File: config.mk
export PLATFORM = sky130hd
export DESIGN_NAME = rtc_tx_secuencia
export DESIGN_NICKNAME = d
export VERILOG_FILES = /design/src/rtl/rtc_tx_secuencia.sv
export SDC_FILE = /design/constraint.sdc
export NUM_CORES = 1
export LEC_CHECK = 0
export ABC_AREA = 1
export CORE_MARGIN = 10
export CORE_UTILIZATION = 30
export DETAILED_ROUTE_END_ITERATION = 8
export PLACE_DENSITY_LB_ADDON = 0.25
export SYNTH_ARGS = -nofsm -noshare
export SYNTH_HDL_FRONTEND = slang
export SYNTH_SLANG_ARGS = --single-unit
File: constraint.sdc
create_clock -name clk -period 4.75 [get_ports clk]
set_clock_uncertainty 0.15 [all_clocks]
set_input_delay 0.475 -clock clk [delete_from_list [all_inputs] [get_ports clk]]
set_output_delay 0.475 -clock clk [all_outputs]
set_load 0.02 [all_outputs]
File: src/rtl/rtc_tx_secuencia.sv
// RTC-to-display transmitter: on frame_start reads 11 BCD registers, converts them to binary
// and streams a pad beat plus 11 data beats. Define TX_GAP_EN to insert an idle cycle after each beat.
module rtc_tx_secuencia #(
    parameter int unsigned TIMEOUT   = 255,
    parameter logic [7:0]  PAD_VALUE = 8'd0
) (
    input  logic       clk,
    input  logic       reset,
    input  logic       frame_start,
    output logic       rd_req,
    output logic [7:0] rd_addr,
    input  logic       rd_ack,
    input  logic [7:0] rd_data,
    output logic [7:0] datoRTC,
    output logic       inicioSecuencia,
    output logic       busy,
    output logic       frame_done,
    output logic       err
);
    localparam int CW = (TIMEOUT > 1) ? $clog2(TIMEOUT) : 1;

    typedef enum logic [2:0] {IDLE, REQ, WAIT, SEND, DONE} state_t;

    state_t          state;
    logic [3:0]      index;
    logic [3:0]      beat;
    logic [CW-1:0]   cnt;
    logic [7:0]      regs_buf [1:11];
`ifdef TX_GAP_EN
    logic            gap;
`endif

    logic [7:0] masked;
    logic [3:0] tens;
    logic [3:0] units;
    logic       bcd_bad;
    logic [7:0] bin;
    logic [7:0] beat_val;
    logic       rd_done;

    function automatic logic [7:0] addr_of(input logic [3:0] i);
        case (i)
            4'd1:    addr_of = 8'h21;
            4'd2:    addr_of = 8'h22;
            4'd3:    addr_of = 8'h23;
            4'd4:    addr_of = 8'h24;
            4'd5:    addr_of = 8'h25;
            4'd6:    addr_of = 8'h26;
            4'd7:    addr_of = 8'h27;
            4'd8:    addr_of = 8'h28;
            4'd9:    addr_of = 8'h41;
            4'd10:   addr_of = 8'h42;
            4'd11:   addr_of = 8'h43;
            default: addr_of = 8'h00;
        endcase
    endfunction

    // Hour registers carry a 12/24 flag in bit 6, so they get the narrower mask.
    always_comb begin
        masked   = rd_data & (((index == 4'd3) || (index == 4'd11)) ? 8'h3F : 8'h7F);
        tens     = masked[7:4];
        units    = masked[3:0];
        bcd_bad  = (tens > 4'd9) || (units > 4'd9);
        bin      = bcd_bad ? 8'd0 : ({4'd0, tens} * 8'd10 + {4'd0, units});
        beat_val = (beat == 4'd0) ? PAD_VALUE : regs_buf[beat];
        rd_done  = rd_ack || (cnt == CW'(TIMEOUT - 1));
    end

    always_ff @(posedge clk or posedge reset) begin
        if (reset) begin
            state           <= IDLE;
            rd_req          <= 1'b0;
            rd_addr         <= 8'd0;
            datoRTC         <= 8'd0;
            inicioSecuencia <= 1'b0;
            busy            <= 1'b0;
            frame_done      <= 1'b0;
            err             <= 1'b0;
            index           <= 4'd0;
            beat            <= 4'd0;
            cnt             <= '0;
            for (int i = 1; i <= 11; i++) regs_buf[i] <= 8'd0;
`ifdef TX_GAP_EN
            gap             <= 1'b0;
`endif
        end else begin
            frame_done <= 1'b0;
            case (state)
                IDLE: begin
                    if (frame_start) begin
                        state   <= REQ;
                        index   <= 4'd1;
                        err     <= 1'b0;
                        busy    <= 1'b1;
                        rd_req  <= 1'b1;
                        rd_addr <= addr_of(4'd1);
                    end
                end
                REQ: begin
                    rd_req  <= 1'b1;
                    rd_addr <= addr_of(index);
                    cnt     <= '0;
                    state   <= WAIT;
                end
                WAIT: begin
                    if (rd_done) begin
                        rd_req <= 1'b0;
                        cnt    <= '0;
                        // A timed-out read keeps the previous frame's value.
                        if (rd_ack) begin
                            regs_buf[index] <= bin;
                            if (bcd_bad) err <= 1'b1;
                        end else begin
                            err <= 1'b1;
                        end
                        if (index == 4'd11) begin
                            state <= SEND;
                            beat  <= 4'd0;
`ifdef TX_GAP_EN
                            gap   <= 1'b0;
`endif
                        end else begin
                            index <= index + 4'd1;
                            state <= REQ;
                        end
                    end else begin
                        cnt <= cnt + 1'b1;
                    end
                end
                SEND: begin
`ifdef TX_GAP_EN
                    if (gap) begin
                        inicioSecuencia <= 1'b0;
                        gap             <= 1'b0;
                    end else begin
                        gap             <= 1'b1;
`endif
                        datoRTC         <= beat_val;
                        inicioSecuencia <= 1'b1;
                        if (beat == 4'd11) state <= DONE;
                        else               beat  <= beat + 4'd1;
`ifdef TX_GAP_EN
                    end
`endif
                end
                DONE: begin
                    inicioSecuencia <= 1'b0;
                    frame_done      <= 1'b1;
                    busy            <= 1'b0;
                    state           <= IDLE;
                end
                default: state <= IDLE;
            endcase
        end
    end
endmodule

== Yosys cells after proc, flatten, opt, wreduce, memory -nomap -nowiden ==
Memories as Yosys holds them, arrays and structs flattened.
Cells that the tools add are included.

* $add $sub $neg: 4
* Multiply operators: 1
* Magnitude comparators: 5
* Eq/ne operators: 15
* Multiplexer cells: 37
* Bitwise gates (word level): 3
* Reduce and logical (&&, ||, !) cells: 21

{| class="wikitable"
|+ Operator list
! kind !! number
|-
| $bwmux W88 || 1
|-
| $mux W8 || 7
|-
| $bmux W8 S4 || 1
|-
| $demux W8 S4 || 1
|-
| $pmux W8 S2 || 2
|-
| $mux W4 || 6
|-
| $pmux W4 S2 || 2
|-
| $ne A2 B2 Y1 const B || 6
|-
| $pmux W3 S4 || 1
|-
| $reduce_and A4 Y1 || 3
|-
| $reduce_bool A2 Y1 || 6
|-
| $ge A5 B5 Y1 const B || 2
|-
| $not A4 Y5 || 2
|-
| $mux W3 || 3
|-
| $reduce_and A3 Y1 || 3
|-
| $add A4 B1 Y4 const B || 2
|-
| $add A8 B1 Y8 const B || 1
|-
| $add A8 B4 Y8 || 1
|-
| $and A8 B7 Y8 || 1
|-
| $eq A4 B4 Y1 const B || 2
|-
| $eq A8 B8 Y1 const B || 1
|-
| $gt A4 B4 Y1 const B || 2
|-
| $mul A4 B3 Y7 const B || 1
|-
| $mux W1 || 7
|-
| 16 further kinds || 22
|}

* Register bits: 128
* Bits in read-only memories: 96
* Input port bits: 12
* Output and inout port bits: 21
* Memories: 1

{| class="wikitable"
|+ Memory list
! memory !! words !! bits a word !! rd ports !! clocked after Yosys merged registers in !! wr ports !! RTL line !! RTL
|-
| (no name shown) || 16 || 6 || 1 || 0 || 0 || 42 || <nowiki>case (i)</nowiki>
|}

== Logic depth before layout (Yosys ltp) ==
* Word-level depth: 10
* Depth in mapped cells: 14
* Gate-level depth less buffers: 12

== Least setup slack after synthesis ==
No wires, ideal clock.

* Path type: register -> register
* From: register index[0]
* To: register regs_buf[85] in the netlist's numbering
* Setup time: 0.136 ns
* Arrival: 2.264 ns
* Setup slack: 2.200 ns
* Stages on the path, launching flop included: 11
* Period minus slack after synthesis: 2.550 ns
* Cells stage by stage: dfrtp_1 -> ha_1 -> a21boi_0 -> ha_1 -> ha_1 -> nand2_1 -> nand2_1 -> a21o_1 -> nand3_1 -> clkbuf_1 -> o21ai_0

* Cells in the longest elaborated chain, start to end: 8
* Elaborated cells between the ends (all ways): 17

{| class="wikitable"
|+ RTL lines
! item !! RTL line !! RTL
|-
| start, declared || 25 || <nowiki>logic [3:0] index;</nowiki>
|-
| start signal, assigned || 123 || <nowiki>index <= index + 4'd1;</nowiki>
|-
| $eq A4 B2 Y1 or $eq A4 B4 Y1 (tied branches) || 60 || <nowiki>masked = rd_data & (((index == 4'd3) || (index == 4'd11)) ? 8'h3F : 8'h7F);</nowiki>
|-
| $logic_or A1 B1 Y1 || 60 ||
|-
| $mux W7 || 60 ||
|-
| $and A8 B7 Y8 || 60 ||
|-
| $mul A4 B3 Y7 or $gt A4 B4 Y1 (tied branches) || 64, 63 ||
|-
| $add A8 B4 Y8 or $logic_or A1 B1 Y1 (tied branches) || 64, 63 ||
|-
| $mux W8 || 64 || <nowiki>bin = bcd_bad ? 8'd0 : ({4'd0, tens} * 8'd10 + {4'd0, units});</nowiki>
|-
| $bwmux W88 (*) || 111 || <nowiki>regs_buf[index] <= bin;</nowiki>
|-
| end signal, assigned by index || 111 ||
|-
| end, declared || 28 || <nowiki>logic [7:0] regs_buf [1:11];</nowiki>
|}

Mark *: on every way between the ends. The rest lies on a longest branch, timed or not.
A chain may end at the register's enable or synchronous reset.

== Final worst setup path ==
Ends and elaborated chain as after synthesis.

==> parameters.txt <==
Parameter                              Value

Critical path
  Worst Setup Start Kind    flip-flop
  Max stage delay on crit path    ~0.46 ns
  Worst setup path class    flip-flop to flip-flop
  Top fanout value on the critical path    11
  Endpoint kind of the worst setup timing path    flip-flop
  Slowest-stage cell, CP    sky130_fd_sc_hd__dfrtp_1
  Req. time, crit path    4.92 ns
  Arr. time, crit path    about 3.3 ns
  Sequence of cells on the critical path    ha_1, a21boi_0, ha_1, ha_1, nand2_1, nand2_1, a21o_1, nand3_1, o21ai_0
  Most numerous cell on the critical path    sky130_fd_sc_hd__ha_1

Route
  Routed Wire Length    16.48 mm
  Vias per std cell    approximately 4.5
  First-pass DRT Iterations    5
  Detailed Route Iter0 Violations    between 200 and 250
  Residual DRC count    0
  Total number of vias    approximately 5,400
  Detail-routed net length per standard cell    about 14 um
  Antenna Violating Nets Remaining    0

GRT
  Number of global-route vias before repair    roughly 5,400
  Total congestion overflow after global routing    0
  Global-route total usage across every layer    0.1230
  Pin count of the biggest net entering global routing    70
  First-pass GRT wire length    around 28 mm
  Initial antenna violation count    0

Placement
  Final RePlAce weighted congestion    between 0.7 and 0.8
  # placed instances    1,165
  Dpl hpwl    11.35 mm
  Number of input and output port buffers inserted    29

Clocking
  Count of instances resized after the clock tree is built    0
  Hold-fix buffers, CTS    0
  # clock sinks    ~130
  Number of setup buffers added after CTS    0
  H-tree levels    4
  Clock tree from TritonCTS    done
  CTS buffer count    17
  Clock latency at the later pin of the worst-skew pair    0.42 ns
  Clock root cell    sky130_fd_sc_hd__clkbuf_16
  Number of buffers between clock root and the deepest sink    2
  Reg clk slew, reported paths    approximately 0.060 ns

Yosys
  Mapped Area    6728 um2
  Commonest register cell after synthesis    sky130_fd_sc_hd__dfrtp_1
  Leading cell types by total area after synthesis    sky130_fd_sc_hd__dfrtp_1, sky130_fd_sc_hd__nand2_1, sky130_fd_sc_hd__inv_1
  Total number of yosys warnings    0
  Register bit total from synthesis    126
  Yosys top cell area share    0.4687
  Gate count after technology mapping    878
  Register area share after synthesis    0.4687
  Async SR Flop Fraction    1.000
  Commonest cells in the synthesized netlist    sky130_fd_sc_hd__nand2_1, sky130_fd_sc_hd__dfrtp_1, sky130_fd_sc_hd__inv_1, sky130_fd_sc_hd__nand3_1, sky130_fd_sc_hd__o21ai_0
  Most common cell in the netlist    sky130_fd_sc_hd__nand2_1
  Cell type with the highest aggregate area in the netlist    sky130_fd_sc_hd__dfrtp_1
  Number of enable-type register cells in the synthesized netlist    0
  Number of distinct library cells after synthesis    37
  Syn Area/Cell    roughly 7.7 um2

Floorplanning
  Area inside the core boundary    roughly 22,000 um2
  Boundary pin count    33
  Std cell rows    54
  Vertical extent of the die    169.8 um
  Die X-Extent    169.8 um
  Die ar.    between 20,000 and 30,000 um2
  Initial Util    0.3064

Cells and area
  Antenna fix cells    0
  Final Util    0.3576
  Number of non-filler instances in the completed layout    between 1,000 and 1,500
  Total number of nets in the final design    about 930
  Layout cells sized above 1    0.07424
  Layout overhead on the synthesized area    16.72%

STA
  Accumulated negative setup slack    0 ns
  Highest Clock Rate    316.4 MHz
  # setup viols final    0
  Setup repair after global routing missed its margin    no
  Worst-case hold slack    ~0.32 ns
  Max-slew headroom at the worst pin    0.4469
  Slew Viols, Final    0
  Slew at the pin closest to its max-slew limit    a little over 0.8 ns
  Final hold violation count    0
  Final cycle utilization of the critical path    0.6654
  Final critical delay including setup and external delays    3.160 ns

Power and ir drop
  Final total power    roughly 0.0038 W
  Standby leakage power    between 3 and 4 nW
  Pwr/cell area    about 490 nW/um2
  Peak supply drop    about 0.00026 V

Worst hold path
  Hold Path Class    flip-flop to flip-flop

Flow run
  Total of max-cap violations    0

Run status
  Run status    finished clean
sequential cells by signal, indices dropped and copies added, names as in the netlist, 3 cells and up:
signal    cells
index         4
regs_buf     88
datoRTC       8
rd_addr       6
cnt           8
state         3
beat          4
cells in the final DEF, fill, tap and decap left out, types with 5 or more instances in the layout:
cell type	synthesis	routed
sky130_fd_sc_hd__dfrtp_1	126	126
sky130_fd_sc_hd__nor2_1	26	26
sky130_fd_sc_hd__clkdlybuf4s50_1	0	29
sky130_fd_sc_hd__nand4_1	11	11
sky130_fd_sc_hd__o21ai_1	34	34
sky130_fd_sc_hd__nor2_8	10	10
sky130_fd_sc_hd__o21ai_0	53	53
sky130_fd_sc_hd__clkinv_1	5	5
sky130_fd_sc_hd__nand3_1	66	66
sky130_fd_sc_hd__nand2_1	344	344
sky130_fd_sc_hd__inv_1	108	107
sky130_fd_sc_hd__clkbuf_16	0	17
sky130_fd_sc_hd__ha_1	15	15
sky130_fd_sc_hd__xor2_1	5	5
sky130_fd_sc_hd__inv_4	11	12
through the flow:
step / setup WS (ns) / area (um2)
2_1_floorplan: 0.7691 / 6731
3_3_place_gp: 1.491 / 7274
3_5_place_dp: 1.471 / 7274
4_1_cts: 1.596 / 7853
5_1_grt: 1.423 / 7853
6_report: 1.590 / 7853
worst paths after layout:
kind / slack, ns / depth (start not counted) / to / from
max in group asynchronous: 3.20 / 3 / regs_buf[5] / reset
min in group asynchronous: 0.40 / 2 / rd_addr[0] / reset
hold reg to reg: 0.32 / 2 / err / err
setup reg to reg: 1.59 / 9 / regs_buf[85] / index[0]
setup / recovery: 1.59 / 9 / regs_buf[85] / index[0]
hold / removal: 0.32 / 2 / err / err
critical path: cells and delay by family (launching register included):
kind,cells,cell delay (ns)
AOI/OAI and AO/OA,3,0.88
and+or+nand+nor,3,0.57
adders and majority gates,3,1.00
DFF,1,0.46
metal layers:
metal / track usage / part of all wire
met1: 0.1570 / 0.48
met2: 0.1982 / 0.47
met3: 0.02815 / 0.037
met4: 0.04693 / 0.014
met5: 0 / 0
cells by family (layout without fill, tap and decap cells):
family | count (synthesis) | in the layout | share of synthesized area
compound gates | 101 | 101 | 0.07904
xor+xnor | 8 | 8 | 0.01042
fa+ha+maj | 16 | 16 | 0.03087
buf+inv | 154 | 191 | 0.09615
flops | 126 | 126 | 0.4687
other cells | 1 | 2 | 0.0005574
simple gates | 472 | 472 | 0.3143
power breakdown:
part	leakage (nW)	internal [W]	total, W	switching [W]
registers	1.52	0.00125	0.00135	0.000101
logic	2.16	0.000373	0.00120	0.000829
clock network	0.283	0.000822	0.00129	0.000463
total	3.96	0.00244	0.00384	0.00139
cell type report:
class	instances	area (um2)
Fill cell	2272	14110
Sequential cell	126	3153
Multi-Input combinational cell	599	2932
Inverter	127	506.7
Clock buffer	25	495.5
Tap cell	280	350.3
Timing Repair Buffer	33	332.8
Clock inverter	6	82.58
Power figures use the tool's default switching activity.
